$ cat src/rtl/core_sequencer.sv
`default_nettype none
// ============================================================================
// Module      : core_sequencer
// Description : Multi-cycle control sequencer for a single-issue core. It runs
//               fetch, execute, memory and commit over ready/valid buses, and
//               halts on ebreak or on a bus timeout.
// Revision    : 1.0 - initial release
// ============================================================================
module core_sequencer #(
    parameter int unsigned MEM_TIMEOUT = 255
) (
    input  logic        clk,
    input  logic        rst,
    output logic        ifu_req,
    input  logic        ifu_ready,
    input  logic        ifu_valid,
    input  logic [31:0] ifu_rdata,
    output logic [31:0] inst,
    input  logic        is_load,
    input  logic        is_store,
    input  logic        is_ebreak,
    output logic        lsu_req,
    output logic        lsu_wen,
    input  logic        lsu_ready,
    input  logic        lsu_valid,
    output logic        pc_wen,
    output logic        reg_wen_gate,
    output logic        halted,
    output logic        bus_err,
    output logic [31:0] instret
);

    localparam logic [2:0] c_IDLE   = 3'd0;
    localparam logic [2:0] c_FETCH  = 3'd1;
    localparam logic [2:0] c_IWAIT  = 3'd2;
    localparam logic [2:0] c_EXEC   = 3'd3;
    localparam logic [2:0] c_MEM    = 3'd4;
    localparam logic [2:0] c_MWAIT  = 3'd5;
    localparam logic [2:0] c_COMMIT = 3'd6;
    localparam logic [2:0] c_HALT   = 3'd7;

    localparam logic [31:0] c_NOP = 32'h0000_0013;
    localparam logic [31:0] c_TMO = 32'(MEM_TIMEOUT);

    logic [2:0]  r_state;
    logic [2:0]  w_next;
    logic [31:0] r_tmo;
    logic [31:0] r_inst;
    logic [31:0] r_instret;
    logic        r_bus_err;
    logic        w_bus_phase;
    logic        w_handshake;
    logic        w_timeout;
    logic [31:0] w_tmo_cnt;

    always_comb begin
        w_bus_phase = 1'b0;
        w_handshake = 1'b0;
        case (r_state)
            c_FETCH: begin w_bus_phase = 1'b1; w_handshake = ifu_ready; end
            c_IWAIT: begin w_bus_phase = 1'b1; w_handshake = ifu_valid; end
            c_MEM:   begin w_bus_phase = 1'b1; w_handshake = lsu_ready; end
            c_MWAIT: begin w_bus_phase = 1'b1; w_handshake = lsu_valid; end
            default: begin w_bus_phase = 1'b0; w_handshake = 1'b0; end
        endcase
    end

    // w_tmo_cnt counts the current cycle, so the limit-th cycle of a phase is
    // the last one allowed; a handshake on that cycle still wins.
    assign w_tmo_cnt = r_tmo + 32'd1;
    assign w_timeout = w_bus_phase && !w_handshake && (w_tmo_cnt >= c_TMO);

    always_comb begin
        w_next = r_state;
        case (r_state)
            c_IDLE:   w_next = c_FETCH;
            c_FETCH:  if (w_timeout) w_next = c_HALT; else if (ifu_ready) w_next = c_IWAIT;
            c_IWAIT:  if (w_timeout) w_next = c_HALT; else if (ifu_valid) w_next = c_EXEC;
            c_EXEC: begin
                if (is_ebreak)                w_next = c_HALT;
                else if (is_load || is_store) w_next = c_MEM;
                else                          w_next = c_COMMIT;
            end
            c_MEM:    if (w_timeout) w_next = c_HALT; else if (lsu_ready) w_next = c_MWAIT;
            c_MWAIT:  if (w_timeout) w_next = c_HALT; else if (lsu_valid) w_next = c_COMMIT;
            c_COMMIT: w_next = c_FETCH;
            c_HALT:   w_next = c_HALT;
            default:  w_next = c_IDLE;
        endcase
    end

    always_ff @(posedge clk) begin
        if (rst) begin
            r_state   <= c_IDLE;
            r_tmo     <= 32'd0;
            r_inst    <= c_NOP;
            r_instret <= 32'd0;
            r_bus_err <= 1'b0;
        end else begin
            r_state <= w_next;
            // Restart the budget on entry to a new bus transaction
            if ((w_next == c_FETCH || w_next == c_MEM) && (w_next != r_state)) begin
                r_tmo <= 32'd0;
            end else if (w_bus_phase) begin
                r_tmo <= w_tmo_cnt;
            end
            if (r_state == c_IWAIT && w_next == c_EXEC) begin
                r_inst <= ifu_rdata;
            end
            if (r_state == c_COMMIT) begin
                r_instret <= r_instret + 32'd1;
            end
            if (w_timeout) begin
                r_bus_err <= 1'b1;
            end
        end
    end

    assign ifu_req      = (r_state == c_FETCH);
    assign lsu_req      = (r_state == c_MEM);
    assign lsu_wen      = (r_state == c_MEM) && is_store;
    assign pc_wen       = (r_state == c_COMMIT);
    assign reg_wen_gate = (r_state == c_COMMIT) && !is_store;
    assign halted       = (r_state == c_HALT);
    assign bus_err      = r_bus_err;
    assign inst         = r_inst;
    assign instret      = r_instret;

endmodule
`default_nettype wire

$ cat config.mk
export PLATFORM = sky130hd
export DESIGN_NAME = core_sequencer
export DESIGN_NICKNAME = d
export VERILOG_FILES = /design/src/rtl/core_sequencer.sv
export SDC_FILE = /design/constraint.sdc
export NUM_CORES = 1
export LEC_CHECK = 0
export ABC_AREA = 1
export BUFFER_PORTS_ARGS = -buffer_cell sky130_fd_sc_hd__clkbuf_2
export CORE_MARGIN = 4
export CORE_UTILIZATION = 60
export CTS_BUF_LIST = sky130_fd_sc_hd__clkbuf_8
export DETAILED_ROUTE_END_ITERATION = 8
export GPL_TIMING_DRIVEN = 1
export HOLD_SLACK_MARGIN = 0.08
export PLACE_DENSITY = 0.88
export SLEW_MARGIN = 20
export SYNTH_ARGS = -nofsm -noshare
export SYNTH_HDL_FRONTEND = slang
export SYNTH_SLANG_ARGS = --single-unit
$ cat constraint.sdc
create_clock -name clk -period 6.5 [get_ports clk]
set_clock_uncertainty 0.05 [all_clocks]
set_input_delay 1.625 -clock clk [delete_from_list [all_inputs] [get_ports clk]]
set_output_delay 1.625 -clock clk [all_outputs]
set_load 0.01 [all_outputs]
==> impl_metrics.ini <==
[run_status]
status = finished, final reports clean

[synthesis]
async_flop_share = 0
syn_area_um2 = 5290
synth_area_leaders = dfxtp_1, nand2_1, nor2_1, inv_1, o21ai_0
synthFlopType = dfxtp_1
yosysTopAreaCell = dfxtp_1
syn_nets = 886
seq_area_frac_synth = 0.379
avgSynthCellArea_um2 = 6.28
synth_edf_count = 0
synth_seq_cells = 100
ys_warn_count = 0
synth_top_area_share = 0.379
synthDistinctLibCells = 35
netlist_instances = 842

[worst_setup_path]
worst_ep_arrival_time_ns = 4.19
cp-start-kind = primary input
end_kind = register
cp.required_ns = 6.71
crit_type = in -> reg
crit_fanout = 34
worstRegToRegCells = 13

[cts]
h-tree-depth = 3
root_buffer = clkbuf_8
cts_tree = built
post-cts-setup-buffers = 0
ctsResizeCount = 0
cts.sinks = 100
hold_buffers = 0
clk_latency_ns = 0.37
cts_buffers = 9
clk_pin_slew_ns = 0.11
clk_path_buf_depth = 2

[pwr]
irDropWorstVdd_mv = 0.195
p_leak_nw = 2.79
pwr-share-seq = 0.417
p_comb_frac = 0.338
power_mw = 1.73
pwr-share-clk = 0.245
p_int_mw = 1.04
swShare = 0.399
p_sw_uw = 691
power.density_nw_per_um2 = 284

[die]
fp-row-count = 33
die_h_um = 102
core_um2 = 8380
ioPinCount = 112
die_w_um = 102
die_area_um2 = 10400
start_util = 0.631

[timing]
timing_hold_violations_final = 0
rsz0062_at_grt = no
hold_ws_ns = 0.439
setup_viol = 0
fin_crit_sh = 0.612
period_minus_slack_ns = 3.98
setup_tns_ns = 0
tightest_slew_ns = 0.998
finalMaxSlewViolations = 0
max_slew_margin = 0.331
fmax_ghz = 0.251

[placed_design]
numPortBuffers = 111
gp_congestion = 0.930
dp_hpwl_um = 9340

[final_layout]
drive_gt1_frac = 0.168
area_delta_synth_final_pct = 15.2
register_area_um2 = 2000
multi_input_area_um2 = 2760
fin_nets = 987
insertedDiodeCount = 0
fill_cells = 756
utilization = 0.727

[detailed_routing]
drt_first_pass_iters = 5
drtAntennaViolNets = 0
top_layer_used = met4
route.met2.wl_um = 6060
wl_um = 12600
vias_per_cell = 5.09
drc_errors = 0
avgRoutedWirePerCell_um = 12.0
drtIter0Drc = 283
wl_met1_um = 5420
vias = 5364
wl_met3_um = 886

[grt]
grt-ovfl-total = 0
grt_pass1_wl_um = 21500
antenna_found_initial = 0
grt_pass1_vias = 4779
grt_use_total = 0.254
grt_start_max_net_pins = 49

[hold_path]
hold_path_depth = 2
holdCritPathClass = reg -> reg

[job]
cap_violations = 0
## cell usage after synthesis, drive strengths merged (6+ instances only)
cell,number
buf,6
a31oi,6
xor2,11
nor2,167
clkbuf,17
dfxtp,100
nor3,22
nand3,42
o21ai,70
a21oi,22
inv,109
nand2,241
## state kept, by name, indices dropped and copies added (netlist names)
register	cells
instret	32
bus_err	1
r_state	3
inst	32
r_tmo	32
## power groups by stage
| stage | logic, mW | registers, mW | clock network, mW |
|---|---|---|---|
| detailed placement | 0.586 | 0.733 | 0 |
| floorplan | 0.468 | 0.737 | 0 |
| CTS | 0.586 | 0.720 | 0.436 |
| global placement | 0.578 | 0.733 | 0 |
| finish | 0.585 | 0.721 | 0.424 |
| global route | 0.671 | 0.729 | 0.462 |
## layout by cell type, fill, tap and decap left out, drive strengths merged, types with 5 or more instances in the layout
master	instances
xor2	11
nand4	5
inv	113
nand3	42
o21ai	70
a21oi	22
a31oi	6
nand2	241
dfxtp	100
nor2	167
nor3	22
clkbuf	120
## path summary, 6_finish.rpt
path	slack (ns)	end	start
max reg2reg	3.11	r_tmo[28]$_SDFFE_PP0P_	r_state[0]$_SDFF_PP0_
min reg2reg	0.44	inst[1]$_SDFFE_PP1P_	inst[1]$_SDFFE_PP1P_
max	2.52	r_tmo[28]$_SDFFE_PP0P_	ifu_valid
min	0.44	inst[1]$_SDFFE_PP1P_	inst[1]$_SDFFE_PP1P_
## metrics by stage
step / cell area (um^2) / setup slack (ns) / instances
final: 6090 / 2.52 / 1053
after global placement: 5880 / 2.25 / 1037
after CTS: 6090 / 2.57 / 1053
after floorplan: 5290 / 3.01 / 842
after global routing: 6090 / 2.14 / 1053
after detailed placement: 5880 / 2.17 / 1037
## kinds of logic after synthesis
logic type               share of synthesized area
AND/OR/NAND/NOR                              0.387
buffers and inverters                       0.0990
AO/OA/AOI/OAI                                0.105
flip-flops                                   0.379
XOR/XNOR                                    0.0232
adder cells (fa/ha/maj)                    0.00710
## metal layers
metal	vias to the layer above	GRT usage
met5	-	0
met4	0	0.0737
met3	21	0.0737
met2	153	0.420
met1	2359	0.326
li1	2831	-
## final cells by class
class / count / area share
flip-flops and latches: 100 / 0.329
multi-input cells: 609 / 0.453
repair buffers: 113 / 0.0937
inverters: 110 / 0.0678
well taps: 105 / 0.0216
clock buffers: 9 / 0.0203
clock inverters: 7 / 0.0148
## worst max-delay path: stages
cell       delay (ns)
clkbuf_2         0.09
nand2_1          0.63
o21ai_0          0.26
a2111oi_1        0.50
nand2_2          0.16
nand2_1          0.09
nand2_1          0.05
nand2_1          0.09
nand2_2          0.07
nand2_2          0.08
nand3_4          0.31
nand2_1          0.16
inv_1            0.04
No activity file was read; power rests on OpenSTA's default activity.
